**config.mk**
```make
export PLATFORM = sky130hd
export DESIGN_NAME = pps_phase_meas_flat
export DESIGN_NICKNAME = d
export VERILOG_FILES = /design/src/rtl/pps_pkg.sv /design/src/rtl/pps_phase_meas_if.sv /design/src/rtl/pps_edge_det.sv /design/src/rtl/pps_phase_meas.sv /design/src/flat_wrapper.sv
export SDC_FILE = /design/constraint.sdc
export NUM_CORES = 1
export LEC_CHECK = 0
export CAP_MARGIN = 10
export CORE_ASPECT_RATIO = 0.6
export CORE_MARGIN = 2
export CORE_UTILIZATION = 30
export DETAILED_ROUTE_END_ITERATION = 8
export GPL_TIMING_DRIVEN = 0
export SKIP_LAST_GASP = 1
export SYNTH_ARGS = -nofsm -noshare
export SYNTH_HDL_FRONTEND = slang
export SYNTH_SLANG_ARGS = --single-unit
```
**constraint.sdc**
```tcl
create_clock -name i_clk -period 2.4 [get_ports i_clk]
set_input_delay 0.24 -clock i_clk [delete_from_list [all_inputs] [get_ports i_clk]]
set_output_delay 0.24 -clock i_clk [all_outputs]
set_load 0.01 [all_outputs]
```
**src/rtl/pps_pkg.sv**
```systemverilog
// Shared widths, limits and helpers for the PPS phase/frequency measurement block.
package pps_pkg;

    localparam int PPS_CNT_W  = 28;
    localparam int PPS_PH_W   = 29;
    localparam int PPS_NUM_CH = 4;

    typedef logic [PPS_CNT_W-1:0] cnt_t;
    typedef logic [PPS_PH_W-1:0]  ph_t;

    localparam cnt_t PPS_CNT_MAX = 28'hFFFFFFF;

    typedef enum logic {
        ARM_IDLE  = 1'b0,
        ARM_ARMED = 1'b1
    } arm_state_e;

    function automatic cnt_t sat_inc(input cnt_t v);
        return (v == PPS_CNT_MAX) ? v : v + 1'b1;
    endfunction

    // Bit 28 flags a channel that produced no edge in the window.
    function automatic ph_t ph_word(input logic got, input cnt_t cap);
        return {~got, (got ? cap : PPS_CNT_MAX)};
    endfunction

endpackage

```
**src/rtl/pps_phase_meas_if.sv**
```systemverilog
// Published measurement bundle towards the UART answer formatter.
interface pps_phase_meas_if;
    import pps_pkg::*;

    ph_t  o_ph1;
    ph_t  o_ph2;
    ph_t  o_ph3;
    ph_t  o_ph4;
    cnt_t o_freq;
    logic o_tx_start;

    modport master (
        output o_ph1, o_ph2, o_ph3, o_ph4, o_freq, o_tx_start
    );

    modport slave (
        input  o_ph1, o_ph2, o_ph3, o_ph4, o_freq, o_tx_start
    );

endinterface

```
**src/rtl/pps_edge_det.sv**
```systemverilog
// 2-FF synchronizer, optional deglitch filter (PPS_DEGLITCH_EN) and registered rising-edge pulse.
module pps_edge_det #(
    parameter int FILT_LEN = 8
) (
    input  logic i_clk,
    input  logic i_rst_n,
    input  logic pps_i,
    output logic pulse_o
);

    logic [1:0] sync_q;
    logic       lvl;
    logic       lvl_prev_q;
    logic       pulse_q;

    always_ff @(posedge i_clk or negedge i_rst_n) begin
        if (!i_rst_n) begin
            sync_q <= 2'b00;
        end else begin
            sync_q <= {sync_q[0], pps_i};
        end
    end

`ifdef PPS_DEGLITCH_EN
    localparam logic [7:0] FILT_INIT = 8'(FILT_LEN - 1);

    logic [7:0] filt_cnt_q, filt_cnt_d;
    logic       filt_q, filt_d;

    // Down-counter reloads on any low sample; output rises on the FILT_LEN-th high sample.
    always_comb begin
        filt_cnt_d = FILT_INIT;
        filt_d     = 1'b0;
        if (sync_q[1]) begin
            if (filt_cnt_q == 8'd0) begin
                filt_cnt_d = 8'd0;
                filt_d     = 1'b1;
            end else begin
                filt_cnt_d = filt_cnt_q - 8'd1;
            end
        end
    end

    always_ff @(posedge i_clk or negedge i_rst_n) begin
        if (!i_rst_n) begin
            filt_cnt_q <= FILT_INIT;
            filt_q     <= 1'b0;
        end else begin
            filt_cnt_q <= filt_cnt_d;
            filt_q     <= filt_d;
        end
    end

    assign lvl = filt_q;
`else
    localparam int unused_filt_len = FILT_LEN;

    assign lvl = sync_q[1];
`endif

    always_ff @(posedge i_clk or negedge i_rst_n) begin
        if (!i_rst_n) begin
            lvl_prev_q <= 1'b0;
            pulse_q    <= 1'b0;
        end else begin
            lvl_prev_q <= lvl;
            pulse_q    <= lvl & ~lvl_prev_q;
        end
    end

    assign pulse_o = pulse_q;

endmodule

```
**src/rtl/pps_phase_meas.sv**
```systemverilog
// Phase of four PPS channels and period of the reference PPS, published once per reference second.
// Optional input deglitch filter enabled by defining PPS_DEGLITCH_EN.
module pps_phase_meas
    import pps_pkg::*;
#(
    parameter int FILT_LEN = 8
) (
    input  logic                  i_clk,
    input  logic                  i_rst_n,
    input  logic                  i_pps_ref,
    input  logic [PPS_NUM_CH-1:0] i_pps_ch,
    pps_phase_meas_if.master      out_if
);

    // state     | meaning
    // ARM_IDLE  | no valid window yet; next reference pulse arms without publishing
    // ARM_ARMED | a full window is in progress; next reference pulse publishes

    logic                  ref_pulse;
    logic [PPS_NUM_CH-1:0] ch_pulse;

    pps_edge_det #(.FILT_LEN(FILT_LEN)) u_ref_det (
        .i_clk   (i_clk),
        .i_rst_n (i_rst_n),
        .pps_i   (i_pps_ref),
        .pulse_o (ref_pulse)
    );

    for (genvar g = 0; g < PPS_NUM_CH; g++) begin : g_ch_det
        pps_edge_det #(.FILT_LEN(FILT_LEN)) u_ch_det (
            .i_clk   (i_clk),
            .i_rst_n (i_rst_n),
            .pps_i   (i_pps_ch[g]),
            .pulse_o (ch_pulse[g])
        );
    end

    arm_state_e            st_q, st_d;
    cnt_t                  r_cnt_q, r_cnt_d;
    cnt_t                  cnt_inc;
    logic [PPS_NUM_CH-1:0] got_q, got_d;
    cnt_t                  cap_q [PPS_NUM_CH];
    cnt_t                  cap_d [PPS_NUM_CH];
    ph_t                   ph_q  [PPS_NUM_CH];
    ph_t                   ph_d  [PPS_NUM_CH];
    cnt_t                  freq_q, freq_d;
    logic                  tx_q, tx_d;
    logic                  publish;

    always_comb begin
        st_d    = st_q;
        publish = 1'b0;
        case (st_q)
            ARM_IDLE: begin
                if (ref_pulse) begin
                    st_d = ARM_ARMED;
                end
            end
            ARM_ARMED: begin
                if (ref_pulse) begin
                    publish = 1'b1;
                end else if (r_cnt_q == PPS_CNT_MAX) begin
                    st_d = ARM_IDLE;
                end
            end
            default: st_d = ARM_IDLE;
        endcase
    end

    // cnt_inc is the phase of the current cycle relative to the last reference pulse.
    always_comb begin
        cnt_inc = sat_inc(r_cnt_q);
        r_cnt_d = ref_pulse ? '0 : cnt_inc;
        got_d   = got_q;
        cap_d   = cap_q;
        ph_d    = ph_q;
        freq_d  = freq_q;
        tx_d    = publish;

        if (publish) begin
            freq_d = cnt_inc;
            for (int n = 0; n < PPS_NUM_CH; n++) begin
                ph_d[n] = ph_word(got_q[n], cap_q[n]);
            end
        end

        // A channel pulse coincident with the reference pulse opens the new window at phase 0.
        for (int n = 0; n < PPS_NUM_CH; n++) begin
            if (ref_pulse) begin
                got_d[n] = ch_pulse[n];
                cap_d[n] = '0;
            end else if (ch_pulse[n] && !got_q[n]) begin
                got_d[n] = 1'b1;
                cap_d[n] = cnt_inc;
            end
        end
    end

    always_ff @(posedge i_clk or negedge i_rst_n) begin
        if (!i_rst_n) begin
            st_q    <= ARM_IDLE;
            r_cnt_q <= '0;
            got_q   <= '0;
            freq_q  <= '0;
            tx_q    <= 1'b0;
            for (int n = 0; n < PPS_NUM_CH; n++) begin
                cap_q[n] <= '0;
                ph_q[n]  <= '0;
            end
        end else begin
            st_q    <= st_d;
            r_cnt_q <= r_cnt_d;
            got_q   <= got_d;
            freq_q  <= freq_d;
            tx_q    <= tx_d;
            cap_q   <= cap_d;
            ph_q    <= ph_d;
        end
    end

    assign out_if.o_ph1      = ph_q[0];
    assign out_if.o_ph2      = ph_q[1];
    assign out_if.o_ph3      = ph_q[2];
    assign out_if.o_ph4      = ph_q[3];
    assign out_if.o_freq     = freq_q;
    assign out_if.o_tx_start = tx_q;

endmodule

```
**src/flat_wrapper.sv**
```systemverilog
// flat-port wrapper written by rule: the top's interface ports become plain ports
module pps_phase_meas_flat import pps_pkg::*;
#(
    parameter int FILT_LEN = 8
)
  (i_clk, i_rst_n, i_pps_ref, i_pps_ch, out_if_o_ph1, out_if_o_ph2, out_if_o_ph3, out_if_o_ph4, out_if_o_freq, out_if_o_tx_start);
  pps_phase_meas_if out_if_i ();
  input  logic i_clk;
  input  logic i_rst_n;
  input  logic i_pps_ref;
  input  logic [PPS_NUM_CH-1:0] i_pps_ch;
  output wire logic [$bits(out_if_i.o_ph1)-1:0] out_if_o_ph1;
  output wire logic [$bits(out_if_i.o_ph2)-1:0] out_if_o_ph2;
  output wire logic [$bits(out_if_i.o_ph3)-1:0] out_if_o_ph3;
  output wire logic [$bits(out_if_i.o_ph4)-1:0] out_if_o_ph4;
  output wire logic [$bits(out_if_i.o_freq)-1:0] out_if_o_freq;
  output wire logic [$bits(out_if_i.o_tx_start)-1:0] out_if_o_tx_start;
  assign out_if_o_ph1 = out_if_i.o_ph1;
  assign out_if_o_ph2 = out_if_i.o_ph2;
  assign out_if_o_ph3 = out_if_i.o_ph3;
  assign out_if_o_ph4 = out_if_i.o_ph4;
  assign out_if_o_freq = out_if_i.o_freq;
  assign out_if_o_tx_start = out_if_i.o_tx_start;
  pps_phase_meas #(.FILT_LEN(FILT_LEN)) u_core (.i_clk(i_clk), .i_rst_n(i_rst_n), .i_pps_ref(i_pps_ref), .i_pps_ch(i_pps_ch), .out_if(out_if_i));
endmodule
```
==> results.md <==
- Status: finished, final reports clean
- Commonest non-fill, non-tap cell in the layout: dfrtp_1
- Mapped Avg Cell Area: ~10 um^2
- Unrepaired setup endpoints after global routing: true
- Ports: 152
- Vias per cell: roughly 5.1
- Worst path required time: ~2.9 ns
- Die width: about 260 um
- Routed Antenna Nets: 0
- FF/Latch Area: ~7800 um^2
- Initial antenna violation count: 0
- Post-DP HPWL: approximately 28 mm
- Clock slew at reported path FFs: 0.06 ns
- First-pass GRT wire length: a little under 60 mm
- Mapped Cells: ~1200
- Clock latency on the worst-skew pair: 0.57 ns
- Clock root cell: clkbuf_16
- Area of the multi-input gates: 3906 um^2
- CP max stage cell: clkbuf_1
- Gr usage total: 18.55%
- Setup_tns: 0 ns
- Cell variety after synth: 42
- CP Capture Type: flop
- CTS Buffer Depth: 3
- Vias in the first global route: approximately 9600
- CP bufs+invs: 3
- Post-synthesis sequential area ratio: 64.03%
- Mapped cell area: 12120 um^2
- Detailed Routing Iterations Pass 1: 5
- CP Launch Type: flop
- P&R area growth vs syn: 32.64%
- Final worst-path setup slack: approximately 0.027 ns
- Asr flop ratio synth: 100.0%
- Share of cells above drive strength 1: between 10% and 20%
- Gate power share: 18.4%
- Maxcap violations: 0
- DRC errors left: 0
- CTS Buf Count: 28
- Die area: 42060 um^2
- # H-tree levels: 1
- Row cnt: 56
- Peak supply drop: 0.5437 mV
- Syn nets: approximately 1200
- Pre-CTS setup slack: -0.9201 ns
- Clk sinks: a little over 300
- Commonest cells after routing, fill and taps aside: dfrtp_1, nor2_1, clkdlybuf4s50_1
- Synth Warn #: 0
- Most used cell along the critical path: clkbuf_1
- # setup viols final: 0
- Crit path time final: around 2.4 ns
- Initial Utilization: 30.71%
- Final hold vios: 0
- P_leak: 6.602 nW
- WL final: 39.48 mm
- Clock Power Share: roughly a third
- EDFF count, synth: 0
- FMAX: approximately 0.42 GHz
- Flop pwr share: 46.6%
- Iteration-0 DRC count of the detailed router: 1179
- Crit Path Class: reg -> reg
- Slew margin rel.: around two fifths
- I/O Buffers: 151
- CTS tree: done
- Largest net degree at the start of global routing: 125
- Crit path max fanout: 10
- Global route overflow: 0
- Worst Hold Class: in -> reg
- Routed vias: about 10000
- Pwr/cell area: 844.9 nW/um^2
- Critical path, cell by cell: inv_1 > clkbuf_1 > clkbuf_1 > o21ai_0 > a21oi_1
- Post-synth top flop: dfrtp_1
- Worst Clk Skew: 0.02121 ns
- Max incr delay on CP: approximately 0.73 ns
- Final Cycle Share: 98.89%
- ANT cells: 0
- Synth Register Bits: slightly above 300
- WP data arrival: 2.85 ns
- Sw power: 3.799 mW
- Core footprint: 39450 um^2
- Sw frac: 27.98%
- Int Power: just under 10 mW
- Worst-Margin Slew: 0.8836 ns
- Routability Congestion: just over 0.9
- Slew Limit Fails: 0
- CP delay by family, top: buffers and inverters
- WL/cell: 20.22 um
- NumNets Final: 1418
- DIE HEIGHT: 159.7 um
- # fillers: 3840
[registers in the layout (all words and copies together), names as in the netlist]
register and count:
u_core.cap_q 112, u_core.g_ch_det.u_ch_det.lvl_prev_q 4, u_core.g_ch_det.u_ch_det.pulse_o 4, u_core.g_ch_det.u_ch_det.sync_q 8, u_core.got_q 4, u_core.out_if.o_freq 28, u_core.out_if.o_ph1 29, u_core.out_if.o_ph2 29
u_core.out_if.o_ph3 29, u_core.out_if.o_ph4 29, u_core.out_if.o_tx_start 1, u_core.r_cnt_q 28, u_core.st_q 1, u_core.u_ref_det.lvl_prev_q 1, u_core.u_ref_det.pulse_o 1, u_core.u_ref_det.sync_q 2
[area by class of cell]
type                    instances  share of cell area, %
clock buffers                  39                  5.115
repair buffers                196                  12.35
flip-flops and latches        310                  48.33
multi-input cells             671                  24.31
plain buffers                  88                  2.258
inverters                     115                  2.686
clock inverters                11                 0.8954
well taps                     522                  4.064
[path summary, 6_finish.rpt]
| path | cells past startpoint | slack, ns | to | start |
|---|---|---|---|---|
| worst max-delay path | 5 | 0.03 | u_core.cap_q[20] | u_core.u_ref_det.pulse_o |
| worst min-delay path | 1 | 0.12 | u_core.u_ref_det.sync_q[0] | i_pps_ref |
| worst max register to register | 5 | 0.03 | u_core.cap_q[20] | u_core.u_ref_det.pulse_o |
| worst min register to register | 0 | 0.35 | u_core.g_ch_det[1].u_ch_det.sync_q[1] | u_core.g_ch_det[1].u_ch_det.sync_q[0] |
| max in group asynchronous | 4 | 0.63 | u_core.r_cnt_q[11] | i_rst_n |
| min in group asynchronous | 2 | 0.22 | u_core.out_if.o_ph2[13] | i_rst_n |
[cells by family after synthesis]
logic type / after synthesis / synth area share, %
AOI/OAI and AO/OA: 356 / 17.34
adders and majority gates: 1 / 0.1033
DFF: 310 / 64.03
buffers and inverters: 206 / 6.506
and+or+nand+nor: 291 / 10.30
muxes: 3 / 0.2788
xor gates and xnor gates: 20 / 1.446
[cells in the mapped netlist, drive strengths merged, types with 2 or more instances]
library cell	number	area (um^2)
nor2b	9	56.30
a31oi	117	732.0
a211oi	27	202.7
inv	115	431.7
o31ai	2	15.01
nand2	69	259.0
mux2i	3	33.78
xnor2	19	166.4
clkbuf	78	292.8
nand3	15	75.07
a21oi	74	370.4
a2111oi	5	62.56
and4	4	35.03
dfrtp	310	7757
nor2	166	623.1
o211ai	5	37.54
or3	2	12.51
buf	13	63.81
o21ai	99	499.2
a21o	4	30.03
nand4	10	68.81
nand2b	5	31.28
and3	5	31.28
nor4	3	33.78
o22ai	20	125.1
[layer usage]
layer  global-route usage (%)  share of wire [%]  vias to the layer above  wire length [um]
met5                        0                  0                        -                 0
met4                    2.987                1.6                        0               632
met3                    5.490                9.5                       51              3732
met2                    27.21                 43                      371             16830
met1                    27.40                 46                     5009             18280
li1                         -                  -                     4483                 -
[worst reg2reg max path, cell delays in order, from the launching register on]
cell	delay, ns
dfrtp_1	0.49
inv_1	0.14
clkbuf_1	0.56
clkbuf_1	0.74
o21ai_0	0.21
a21oi_1	0.16
[power by group through the flow]
stage               clock network [mW]  logic, mW  registers, mW
detailed placement                   0       2.45           6.40
CTS                               4.84       2.53           6.32
global placement                     0       2.40           6.39
finish                            4.75       2.50           6.33
floorplan                            0      0.871           6.49
global route                      5.06       2.74           6.40
[per-stage QoR]
stage	area, um^2	std cells	hold WS [ns]	util, %	power [mW]
6_report	16070	1952	0.1197	40.74	13.58
5_1_grt	16070	1952	0.1092	40.74	14.20
4_1_cts	15900	1941	0.1010	40.31	13.69
3_5_place_dp	14390	1867	0.2223	36.48	8.849
3_3_place_gp	14280	1860	0.3364	36.20	8.793
2_1_floorplan	12120	1187	-0.05559	-	7.356
[what timing repair did]
item,4_1_cts,5_1_grt
hold buffers,1,0
gates resized for setup,44,31
endpoints found under the hold margin,68,0
setup buffers,25,12
pin swaps,13,6
endpoints found under the setup margin,271,157
Power figures use the tool's default switching activity.
